==> src/rtl/tff_counter.sv <==
// Loadable T flip-flop register bank with modulo up/down count modes and a wrap pulse.
// Define TFF_COUNTER_SAT_EN to saturate at the count limits instead of wrapping.
module tff_counter #(
   parameter int              WIDTH   = 8,
   parameter longint unsigned MODULUS = 256
) (
   input  logic             clk,
   input  logic             reset,
   input  logic             en,
   input  logic [1:0]       mode,
   input  logic [WIDTH-1:0] t_vec,
   input  logic             load,
   input  logic [WIDTH-1:0] load_val,
   output logic [WIDTH-1:0] q,
   output logic [WIDTH-1:0] q_bar,
   output logic             tc,
   output logic             wrap
);

   localparam logic [WIDTH-1:0] C_MAX = WIDTH'(MODULUS - 1);

`ifdef TFF_COUNTER_SAT_EN
   localparam logic             C_WRAP_EN  = 1'b0;
   localparam logic [WIDTH-1:0] C_UP_TERM  = C_MAX;
   localparam logic [WIDTH-1:0] C_DN_TERM  = '0;
`else
   localparam logic             C_WRAP_EN  = 1'b1;
   localparam logic [WIDTH-1:0] C_UP_TERM  = '0;
   localparam logic [WIDTH-1:0] C_DN_TERM  = C_MAX;
`endif

   localparam logic [1:0] C_MODE_TOGGLE = 2'b00;
   localparam logic [1:0] C_MODE_UP     = 2'b01;
   localparam logic [1:0] C_MODE_DOWN   = 2'b10;

   logic [WIDTH-1:0] r_q;
   logic             r_wrap;
   logic [WIDTH-1:0] w_next;
   logic             w_wrap;

   // Load beats counting, so a load on a terminal edge never raises a wrap.
   always_comb begin
      w_next = r_q;
      w_wrap = 1'b0;
      if (load) begin
         w_next = (load_val > C_MAX) ? C_MAX : load_val;
      end else if (en) begin
         case (mode)
            C_MODE_TOGGLE: w_next = r_q ^ t_vec;
            C_MODE_UP: begin
               if (r_q < C_MAX) begin
                  w_next = r_q + 1'b1;
               end else begin
                  w_next = C_UP_TERM;
                  w_wrap = 1'b1;
               end
            end
            C_MODE_DOWN: begin
               if (r_q == '0) begin
                  w_next = C_DN_TERM;
                  w_wrap = 1'b1;
               end else if (r_q > C_MAX) begin
                  // Out-of-range value left by toggling: clamp back without a wrap.
                  w_next = C_MAX;
               end else begin
                  w_next = r_q - 1'b1;
               end
            end
            default: w_next = r_q;
         endcase
      end
   end

   always_ff @(posedge clk) begin
      if (!reset) begin
         r_q    <= '0;
         r_wrap <= 1'b0;
      end else begin
         r_q    <= w_next;
         r_wrap <= w_wrap & C_WRAP_EN;
      end
   end

   assign q     = r_q;
   assign q_bar = ~r_q;
   assign wrap  = r_wrap;
   assign tc    = en & ~load & (((mode == C_MODE_UP) & (r_q >= C_MAX)) |
                                ((mode == C_MODE_DOWN) & (r_q == '0)));

endmodule

==> config.mk <==
export PLATFORM = sky130hd
export DESIGN_NAME = tff_counter
export DESIGN_NICKNAME = d
export VERILOG_FILES = /design/src/rtl/tff_counter.sv
export SDC_FILE = /design/constraint.sdc
export NUM_CORES = 1
export LEC_CHECK = 0
export ABC_AREA = 1
export BUFFER_PORTS_ARGS = -buffer_cell sky130_fd_sc_hd__buf_2
export CAP_MARGIN = 25
export CORE_UTILIZATION = 30
export DETAILED_ROUTE_END_ITERATION = 12
export PLACE_DENSITY_LB_ADDON = 0.08
export SLEW_MARGIN = 10
export SYNTH_ARGS = -nofsm -noshare
export SYNTH_HDL_FRONTEND = slang
export SYNTH_SLANG_ARGS = --single-unit
==> constraint.sdc <==
create_clock -name clk -period 1.7 [get_ports clk]
set_input_delay 0.085 -clock clk [delete_from_list [all_inputs] [get_ports clk]]
set_output_delay 0.085 -clock clk [all_outputs]
set_load 0.1 [all_outputs]
---- Word level (Yosys, flattened, before mapping) ----
Index checks and enable logic that the tools add are counted.
word-level totals
  output and inout bits ................... 18
  input bits .............................. 22
  register bits after elaboration ......... 9
operators by class
  mux-type cells .......................... 10
  eq/ne operators ......................... 2
  magnitude comparators ................... 4
  bitwise logic cells ..................... 10
  reductions and logical operators ........ 6
  $add $sub $neg .......................... 2
operator list
  kind                   count
  $mux W8                6
  $pmux W8 S3            1
  $gt A8 B8 Y1 const B   2
  $add A8 B1 Y8 const B  1
  $ge A8 B8 Y1 const B   1
  $logic_not A8 Y1       1
  $lt A8 B8 Y1 const B   1
  $not A8 Y8             1
  $sub A8 B1 Y8 const B  1
  $xor A8 B8 Y8          1
  $and A1 B1 Y1          4
  $reduce_bool A4 Y1     1
  $not A1 Y1             3
  $reduce_or A3 Y1       1
  $eq A2 B1 Y1 const B   1
  $eq A2 B2 Y1 const B   1
  $logic_not A2 Y1       1
  $mux W1                2
  $pmux W1 S2            1
  $reduce_and A2 Y1      1
  $reduce_bool A2 Y1     1
  $or A1 B1 Y1           1

---- Logic depth before layout (Yosys ltp) ----
  depth in word-level cells ............... 6
  depth in mapped cells ................... 12
  mapped depth without buffers ............ 12

---- Worst setup path before layout ----
Ideal clock, no wire load.
  kind .................................... register to output
  start ................................... register r_q[1], in the netlist q[1]
  end ..................................... output tc
  cell stages (with the launch flop) ...... 11
  slack ................................... -1.541 ns
  arrival ................................. 3.156 ns
  buffers on the path ..................... 0
  cell sequence ........................... dfxtp_1 > inv_1 > ha_1 > inv_1 > nor2_4 > nand3_2 > nor2_2 > nand3_2 > o31ai_2 > nand3_1 > inv_1
on the way
  longest elaborated chain between the ends .. 4
ends and longest elaborated chain
  element                                                  RTL line  source
  start: declaration                                       36        logic [WIDTH-1:0] r_q;
  start signal: assignment                                 79        r_q <= w_next;
  $ge A8 B8 Y1 / $logic_not A8 Y1 (equally long branches)  87, 88
  $and A1 B1 Y1 (on tied branches)                         87, 88
  $or A1 B1 Y1 *                                           87        assign tc = en & ~load & (((mode == C_MODE_UP) & (r_q >= C_MAX)) |
  $and A1 B1 Y1 *                                          87
  end: declaration                                         16        output logic tc,
Mark *: on every way between the ends. The rest lies on a longest branch, timed or not.

---- Final worst setup path ----
Same ends and word-level chain as after synthesis.

==> metrics <==
Net Count, Synth 195; Final ANT Viol Nets 0; RSZ-0062 raised after global routing yes; final core occ 45.81%; Tmin final 1.888 ns; Tot GR Track Use 19.30%; Synth area leader dfxtp_1; Worst-Skew Late Latency 0.27 ns; final WL 3600 um; DRC Markers 0; CTS tree yes; CP peak stage delay 0.36 ns; clock root cell clkbuf_4; worst hold path endpoint q[0]; post-synthesis cell type count 32; detail-routed net length per standard cell 13.33 um; number of port buffers 39; initial antenna violation count 0; share of cells above drive strength 1 45.98%; sequential area share after synthesis 16.76%; number of buffers created by CTS 3; setup violators final 3; Async SR Flop Fraction 0%; vias in the first global route 1,153; first-pass GRT wire length 5333 um; pwr dens 751.1 nW/um2; Required @ worst endpoint 1.62 ns; worst reg2reg path depth 12; Synth Flop Type dfxtp_1; diode count 0; standard-cell row count 21; largest family of logic cells by synthesized area simple AND/OR/NAND/NOR gates; post-synthesis cell area 1075 um2; 1st-iter DRT viols 84; CP startpoint kind flip-flop; beginning of the critical path q[1]; Die H 61.86 um; failing checks negative setup slack; Yosys warning count 0; Final Slew Violations 0; most frequent cells in the layout buf_2 (38), nand2_1 (29), buf_4 (20), a21oi_1 (15), inv_1 (14); Reg2Reg Setup Slack -0.03 ns; Worst Setup End Kind output pin; Hold WC Path Type in2reg; area occupied by multi-input gates 799.5 um2; Synth Area in XOR/XNOR 5.704%; first drt pass iteration count 4; Lkg Pwr 0.0007199 uW; Reg area 196.4 um2; # H-tree levels 1; Clock Pin Slew Worst Setup and Hold Paths 0.07 ns; Vias/cell 4.941; reg-to-reg startpoint q[1]; Post-Synth Adder-Cell Area 5.821%; GPL Wtd Cong 0.8219; FILL cells 377; Worst Max-Slew Pin Slew 0.4880 ns; CP Cell Sequence clkinvlp_4, ha_4, inv_4, nor2_4, nand3_4, nor2_4, nand3_2, o31ai_4, nand3_2, clkinvlp_4, buf_12; die footprint 3826 um2; Mapped Cells 168; clock buffer depth 2; final hold viol count 0; Compound-Gate Fraction of Synth Area 24.68%; crit path DAT 1.80 ns; largest net degree at the start of global routing 12; CP max FO 4; area grow syn2layout 44.47%; Max Cap Violations 0; Avg Inst Size Synth 6.398 um2; Tcrit/Tclk final 111.1%; Post-synth EDFFs 0; core area 3390 um2; Slew HR 67.69%; Die W 61.86 um; commonest non-fill, non-tap cell in the layout buf_2; Initial Util 31.71%; VDD IR max 0.4721 mV; skew final 0.004186 ns; FF-to-FF End q[0]; Crit Path Category reg2out; multiplexer share of the synthesized area 0%; status complete, but fails checks; nets 252; Worst Hold Depth 3; CTS Sinks 9; routed via count 1,334; largest cells by area after synthesis dfxtp_1 (17%), nand2_1 (10%), a21oi_1 (7.9%); Post-Synth Simple-Gate Area 33.64%; Yosys reg bits 9; io pins 40; Hold Buf Count CTS 0; hold_sp load_val[0]; slowest CP cell dfxtp_4; post-synth top area share 16.76%; DP Wirelength 2769 um; grt total ovfl 0; setup_tns -0.2563 ns; highest clock rate 0.5296 GHz; worst setup margin -0.1883 ns
[flip-flops by register name (all words and copies together), names as in the netlist]
name  count
q         8
wrap      1
[worst max path at each step]
stage               end  slack (ns)  cells after the start
CTS                  tc       -0.20                     11
floorplan            tc       -0.75                     10
detailed placement   tc        0.05                      8
global placement     tc        0.11                      8
global route         tc       -0.27                     11
finish               tc       -0.19                     11
[kinds of logic (layout without fill, tap and decap cells)]
kind of cell,Yosys count,count (layout)
AOI/OAI and AO/OA,45,45
DFF,9,9
and+or+nand+nor,71,71
adders and majority gates,5,5
buffers and inverters,31,87
xor gates and xnor gates,7,7
[metal layers]
layer / wire [um] / GRT usage, % / part of all wire (%)
met2: 1805 / 33.03 / 50
met3: 204 / 4.969 / 5.7
met5: 0 / 0 / 0
met1: 1542 / 24.31 / 43
met4: 48 / 4.444 / 1.3
[metrics by stage]
step / worst slack [ns] / instance area, um2 / hold slack [ns] / power, uW / cells
2_1_floorplan: -0.7539 / 1130 / 0.2152 / 805.7 / 168
3_3_place_gp: 0.1097 / 1411 / 0.3755 / 943.2 / 255
3_5_place_dp: 0.04792 / 1411 / 0.3781 / 945.9 / 255
4_1_cts: -0.2017 / 1496 / 0.1076 / 1146 / 265
5_1_grt: -0.2691 / 1553 / 0.1231 / 1236 / 270
6_report: -0.1883 / 1553 / 0.1027 / 1166 / 270
[cells in the mapped netlist (2+ instances only)]
library cell and number:
nor2_2 4, nor2_4 2, o221ai_1 2, nand3_1 11
buf_4 3, dfxtp_1 9, buf_6 2, nand3_2 4
o21ai_0 14, inv_1 19, nand4_1 2, o211ai_1 3
ha_1 5, nand2_2 3, xnor2_1 2, nor2_1 12
xor2_1 5, a21oi_1 17, a21oi_2 3, inv_2 5
nand2_1 29, o21ai_1 2
[report_power, final]
part | switching (uW) | internal (uW)
clock | 82.7 | 90.8
combinational | 519 | 204
sequential | 37.5 | 232
total | 639 | 527
[what timing repair did]
item | 4_1_cts | 5_1_grt
buffers inserted | 6 | 5
resized for setup | 3 | 4
setup endpoints to repair | 1 | 3
endpoints found under the hold margin | 0 | 0
pin swaps | 4 | 4
[layout make-up]
| class | count | share of cell area (%) |
|---|---|---|
| clock buffers | 4 | 1.692 |
| inverters | 24 | 7.252 |
| multi-input cells | 128 | 51.49 |
| flip-flops and latches | 9 | 12.65 |
| well taps | 46 | 3.707 |
| repair buffers | 59 | 23.21 |
[worst max-delay path: cells and delay by family, from the launching register on]
family	cells	cell delay (ns)
AOI/OAI and AO/OA	1	0.09
adders and majority gates	1	0.14
buffers and inverters	4	0.39
DFF	1	0.36
and+or+nand+nor	5	0.56
No activity file was read; power rests on OpenSTA's default activity.
